### config.mk
export PLATFORM = sky130hd
export DESIGN_NAME = bus_arb
export DESIGN_NICKNAME = d
export VERILOG_FILES = /design/src/rtl/bus_arb.sv
export SDC_FILE = /design/constraint.sdc
export NUM_CORES = 1
export LEC_CHECK = 0
export CORE_MARGIN = 2
export CORE_UTILIZATION = 31
export CTS_CLUSTER_DIAMETER = 30
export DETAILED_ROUTE_END_ITERATION = 6
export SETUP_SLACK_MARGIN = 0.05
export SLEW_MARGIN = 20
export SYNTH_ARGS = -nofsm -noshare
export SYNTH_HDL_FRONTEND = slang
export SYNTH_SLANG_ARGS = --single-unit
### constraint.sdc
create_clock -name clk -period 1.5 [get_ports clk]
set_input_delay 0.225 -clock clk [delete_from_list [all_inputs] [get_ports clk]]
set_output_delay 0.225 -clock clk [all_outputs]
set_load 0.05 [all_outputs]
### src/rtl/bus_arb.sv
// bus_arb: two-requester round-robin arbiter driving a bidirectional bus buffer.
//
// A transfer is GRANT (1 cycle, bus turnaround), then XFER (WAIT_CYC
// cycles), then ACK (1 cycle). It always passes through IDLE between
// transfers. The winner's direction and write data are latched when the
// request is taken, so later changes on req/we/wdata do not affect a
// transfer that is already running. Every output is a register.
//
// Ports
//   clk        system clock, rising edge
//   rst        synchronous active-high reset
//   req[1:0]   transfer request (bit 0 = CPU, bit 1 = DMA)
//   we[1:0]    per-requester direction, 1 = write
//   wdata0/1   write data from requester 0/1
//   bus_rdata  read data from the buffer's bus side
//   buf_en     buffer drive enable, 1 = drive the bus outward
//   bus_wdata  data presented to the buffer input
//   gnt[1:0]   one-hot owner of the current transfer
//   ack[1:0]   one-cycle completion pulse to the owner
//   rdata      captured read data, valid while ack is high
//   busy       high in every state except IDLE
module bus_arb #(
    parameter int WAIT_CYC = 1
) (
    input  logic       clk,
    input  logic       rst,
    input  logic [1:0] req,
    input  logic [1:0] we,
    input  logic [7:0] wdata0,
    input  logic [7:0] wdata1,
    input  logic [7:0] bus_rdata,
    output logic       buf_en,
    output logic [7:0] bus_wdata,
    output logic [1:0] gnt,
    output logic [1:0] ack,
    output logic [7:0] rdata,
    output logic       busy
);

    typedef enum logic [1:0] {IDLE, GRANT, XFER, ACK} state_t;

    state_t     state, state_nxt;
    logic [3:0] cnt, cnt_nxt;
    logic       last;              // requester served most recently
    logic       own, own_nxt;      // owner of the current transfer
    logic       we_l, we_nxt;
    logic [7:0] wd_l, wd_nxt;
    logic       win;

    // DMA wins when it asks alone, or when both ask and the CPU was served last.
    assign win = req[1] & (~req[0] | ~last);

    always_comb begin
        state_nxt = state;
        cnt_nxt   = cnt;
        own_nxt   = own;
        we_nxt    = we_l;
        wd_nxt    = wd_l;
        case (state)
            IDLE: begin
                if (|req) begin
                    state_nxt = GRANT;
                    own_nxt   = win;
                    we_nxt    = we[win];
                    wd_nxt    = win ? wdata1 : wdata0;
                end
            end
            GRANT: begin
                state_nxt = XFER;
                cnt_nxt   = 4'(WAIT_CYC - 1);
            end
            XFER: begin
                if (cnt == 4'd0) state_nxt = ACK;
                else             cnt_nxt   = cnt - 4'd1;
            end
            ACK:     state_nxt = IDLE;
            default: state_nxt = IDLE;
        endcase
    end

    always_ff @(posedge clk) begin
        if (rst) begin
            state     <= IDLE;
            cnt       <= 4'd0;
            last      <= 1'b1;      // makes requester 0 win the first contention
            own       <= 1'b0;
            we_l      <= 1'b0;
            wd_l      <= 8'h00;
            gnt       <= 2'b00;
            ack       <= 2'b00;
            buf_en    <= 1'b0;
            bus_wdata <= 8'h00;
            rdata     <= 8'h00;
            busy      <= 1'b0;
        end else begin
            state <= state_nxt;
            cnt   <= cnt_nxt;
            own   <= own_nxt;
            we_l  <= we_nxt;
            wd_l  <= wd_nxt;
            if (state == ACK) last <= own;
            // Capture read data on the edge that ends the final XFER cycle.
            if (state == XFER && cnt == 4'd0 && !we_l) rdata <= bus_rdata;

            // Outputs are registered from the next state so they line up
            // with the state they describe.
            busy      <= (state_nxt != IDLE);
            gnt       <= (state_nxt == IDLE) ? 2'b00 : (own_nxt ? 2'b10 : 2'b01);
            ack       <= (state_nxt == ACK) ? (own_nxt ? 2'b10 : 2'b01) : 2'b00;
            buf_en    <= (state_nxt == XFER) && we_nxt;
            bus_wdata <= ((state_nxt == XFER) && we_nxt) ? wd_nxt : 8'h00;
        end
    end

endmodule

==> metrics.txt <==
Via-to-Cell Ratio around 4.4; status finished, violations left; hpwl dp 2460 um; number of remaining DRC errors 0; clock buffer depth 2; Hold Vio Cnt, Final 0; hold path depth 2; # IOs 52; # hold bufs at CTS 0; Multi-input gate area a little under 0.001 mm^2; starting density of the core about a third; #FFs+latches synth 39; area grow syn2layout 71.5%; dpl ws -0.325 ns; Fmax roughly 600 MHz; CTS tree done; Setup crit end kind register; synthesis warning total 0; Pwr Density 1680 mW/mm^2; Crit Path Max Fanout 5; Final nets 270; Worst-path clk slew ~0.080 ns; vias in the first global route about 1,300; Hold Crit Start rdata[2]; diode count 0; worst skew pair latency 0.29 ns; CTS sink cnt 39; Mapped Nets between 150 and 200; Storage cell area just under 800 um^2; Worst R2R Start cnt[1]; fraction of layout instances using a drive strength above 1 between 40% and 50%; vias after detailed routing 1,335; final worst-path setup slack -0.173 ns; post-DR wirelength/cell around 12 um; Finished Layout Cells roughly 300; DIE HEIGHT around 75 um; synthesized cell area 0.00156 mm^2; Congestion Overflow GR 0; RR Endpoint bus_wdata[7]; max-cap violation count 0; Antenna Violating Nets Remaining 0; htree depth 2; syn avg cell area around 10 um^2; CTS Root Cell clkbuf_8; Leakage Power approximately 0.0011 uW; WP data arrival around 1.9 ns; Final Max Slew Viols 0; Seq/Total Area, Yosys 50.1%; pin count of the biggest net entering global routing 24; failing checks negative setup slack; Final period util 112%; Hold Path End rdata[2]; measured slew at the worst slew-check pin approximately 0.37 ns; Worst Hold Class register to register; antenna violations before repair 0; Reg2Reg Setup Slack -0.17 ns; Cells after DPL about 290; Required @ worst endpoint between 1.5 and 2 ns; filler instances between 400 and 500; first-pass GRT wire length around 5600 um; cells after synthesis 153; buffers added on ports 51; Rows 25; startpoint types register; normalized max-slew margin between 70% and 80%; RSZ-0062 raised after global routing yes; Period minus WS final about 1.7 ns; Max rail drop VDD 957 uV; synth unique cells 31; TritonRoute pass-1 iters 4; count of final setup violators 16; Setup CP Type register to register; full die area between 0.005 and 0.006 mm^2; Num CTS Buffers 5; Post-Route Skew about 0.0047 ns; Placer Congestion 0.774; R2R cell count 6; die width between 70 and 80 um; area of the core 0.00479 mm^2; Iter 0 DRT Violations 42; Post-Route WL around 3600 um; gr usage total between 10 and 15%
## placed cells by master (no fill, tap or decap), drive strengths merged, types with 3 or more instances in the layout
master / Yosys / routed
clkdlybuf4s50: 0 / 27
inv: 10 / 10
clkbuf: 2 / 6
mux2i: 18 / 18
nor2: 35 / 35
ha: 7 / 7
o21ai: 4 / 4
a22oi: 3 / 3
mux2: 8 / 8
dfxtp: 39 / 39
nand2: 6 / 6
buf: 2 / 47
## kinds of logic (layout without fill, tap and decap cells)
logic type	after synthesis	after routing	synth area share (%)
AO/OA/AOI/OAI	16	16	7.22
adder cells (fa/ha/maj)	7	7	5.62
buffers and inverters	14	94	3.69
flip-flops	39	39	50.1
multiplexers	26	26	17.3
AND/OR/NAND/NOR	51	52	16.1
## worst max path at each step
stage	startpoint	endpoint
final	cnt[1]	bus_wdata[7]
after global routing	cnt[1]	bus_wdata[5]
after floorplan	cnt[1]	bus_wdata[0]
after CTS	cnt[1]	bus_wdata[1]
after detailed placement	req[1]	bus_wdata[5]
after global placement	req[1]	bus_wdata[6]
## power by group
part	leakage [uW]	internal [uW]	switching, uW	total [uW]
registers	0.000320	1250	117	1370
logic	0.000715	1130	1310	2440
clock network	0.0000412	325	366	691
## area by class of cell
| type | instances | area share, % |
|---|---|---|
| timing repair buffer | 76 | 25.9 |
| sequential | 39 | 29.5 |
| tap | 67 | 3.14 |
| clock buffer | 6 | 2.71 |
| multi-input combinational | 101 | 36.7 |
| inverter | 10 | 1.59 |
| clock inverter | 2 | 0.468 |
## cell usage after synthesis
cell	instances	area, um^2
a22o_1	1	8.76
inv_1	10	37.5
nand4_4	1	21.3
ha_1	7	87.6
nand3b_1	1	7.51
nand2_1	6	22.5
nor2_2	1	6.26
and2_2	1	7.51
clkbuf_1	2	7.51
mux2_2	8	90.1
o21ai_0	3	15.0
a221oi_1	1	8.76
or3b_4	1	11.3
nor2_1	34	128
buf_2	1	5.00
nor2b_1	2	12.5
mux2i_1	18	180
a221o_1	1	10.0
a21boi_0	1	7.51
and2_1	1	6.26
a32oi_1	1	8.76
a22oi_1	3	22.5
a21oi_1	2	10.0
nand4bb_2	1	16.3
o31ai_1	1	7.51
dfxtp_1	39	781
buf_4	1	7.51
nor4_1	1	6.26
o31a_1	1	8.76
nor3_1	1	5.00
o21ai_1	1	5.00
## metrics by stage
stage	TNS (ns)	area (um^2)	util (%)	total power [uW]	hold slack [ns]
6_report	-1.92	2670	55.9	4500	0.504
5_1_grt	-3.24	2670	55.9	4780	0.519
4_1_cts	-1.98	2420	50.5	3910	0.499
3_5_place_dp	-5.68	2260	47.3	3070	0.480
3_3_place_gp	-5.30	2260	47.3	3070	0.476
2_1_floorplan	-0.432	1580	-	2500	0.287
## critical path: stages, from the launching register on
cell	delay (ns)
dfxtp_2	0.33
inv_2	0.07
ha_4	0.13
or3b_4	0.39
a221o_2	0.44
nand4_4	0.14
nor2_2	0.06
## state kept, by name, summed over array words and instances (netlist names)
name / count
we_l: 1
own: 1
ack: 2
buf_en: 1
last: 1
gnt: 2
state: 2
wd_l: 8
bus_wdata: 8
rdata: 8
cnt: 4
busy: 1
## routing by layer
| metal | vias to the layer above | part of all wire [%] | GRT usage, % |
|---|---|---|---|
| met1 | 623 | 46 | 16.7 |
| met5 | - | 0 | 0 |
| met2 | 27 | 48 | 21.2 |
| met3 | 2 | 4.4 | 5.62 |
| li1 | 683 | - | - |
| met4 | 0 | 0.69 | 4.17 |
## repair_timing
item,4_1_cts,5_1_grt
pin swaps,2,16
buffers inserted,1,3
cloned,1,1
gates resized for setup,14,52
endpoints found under the setup margin,26,37
No activity file was read; power rests on OpenSTA's default activity.
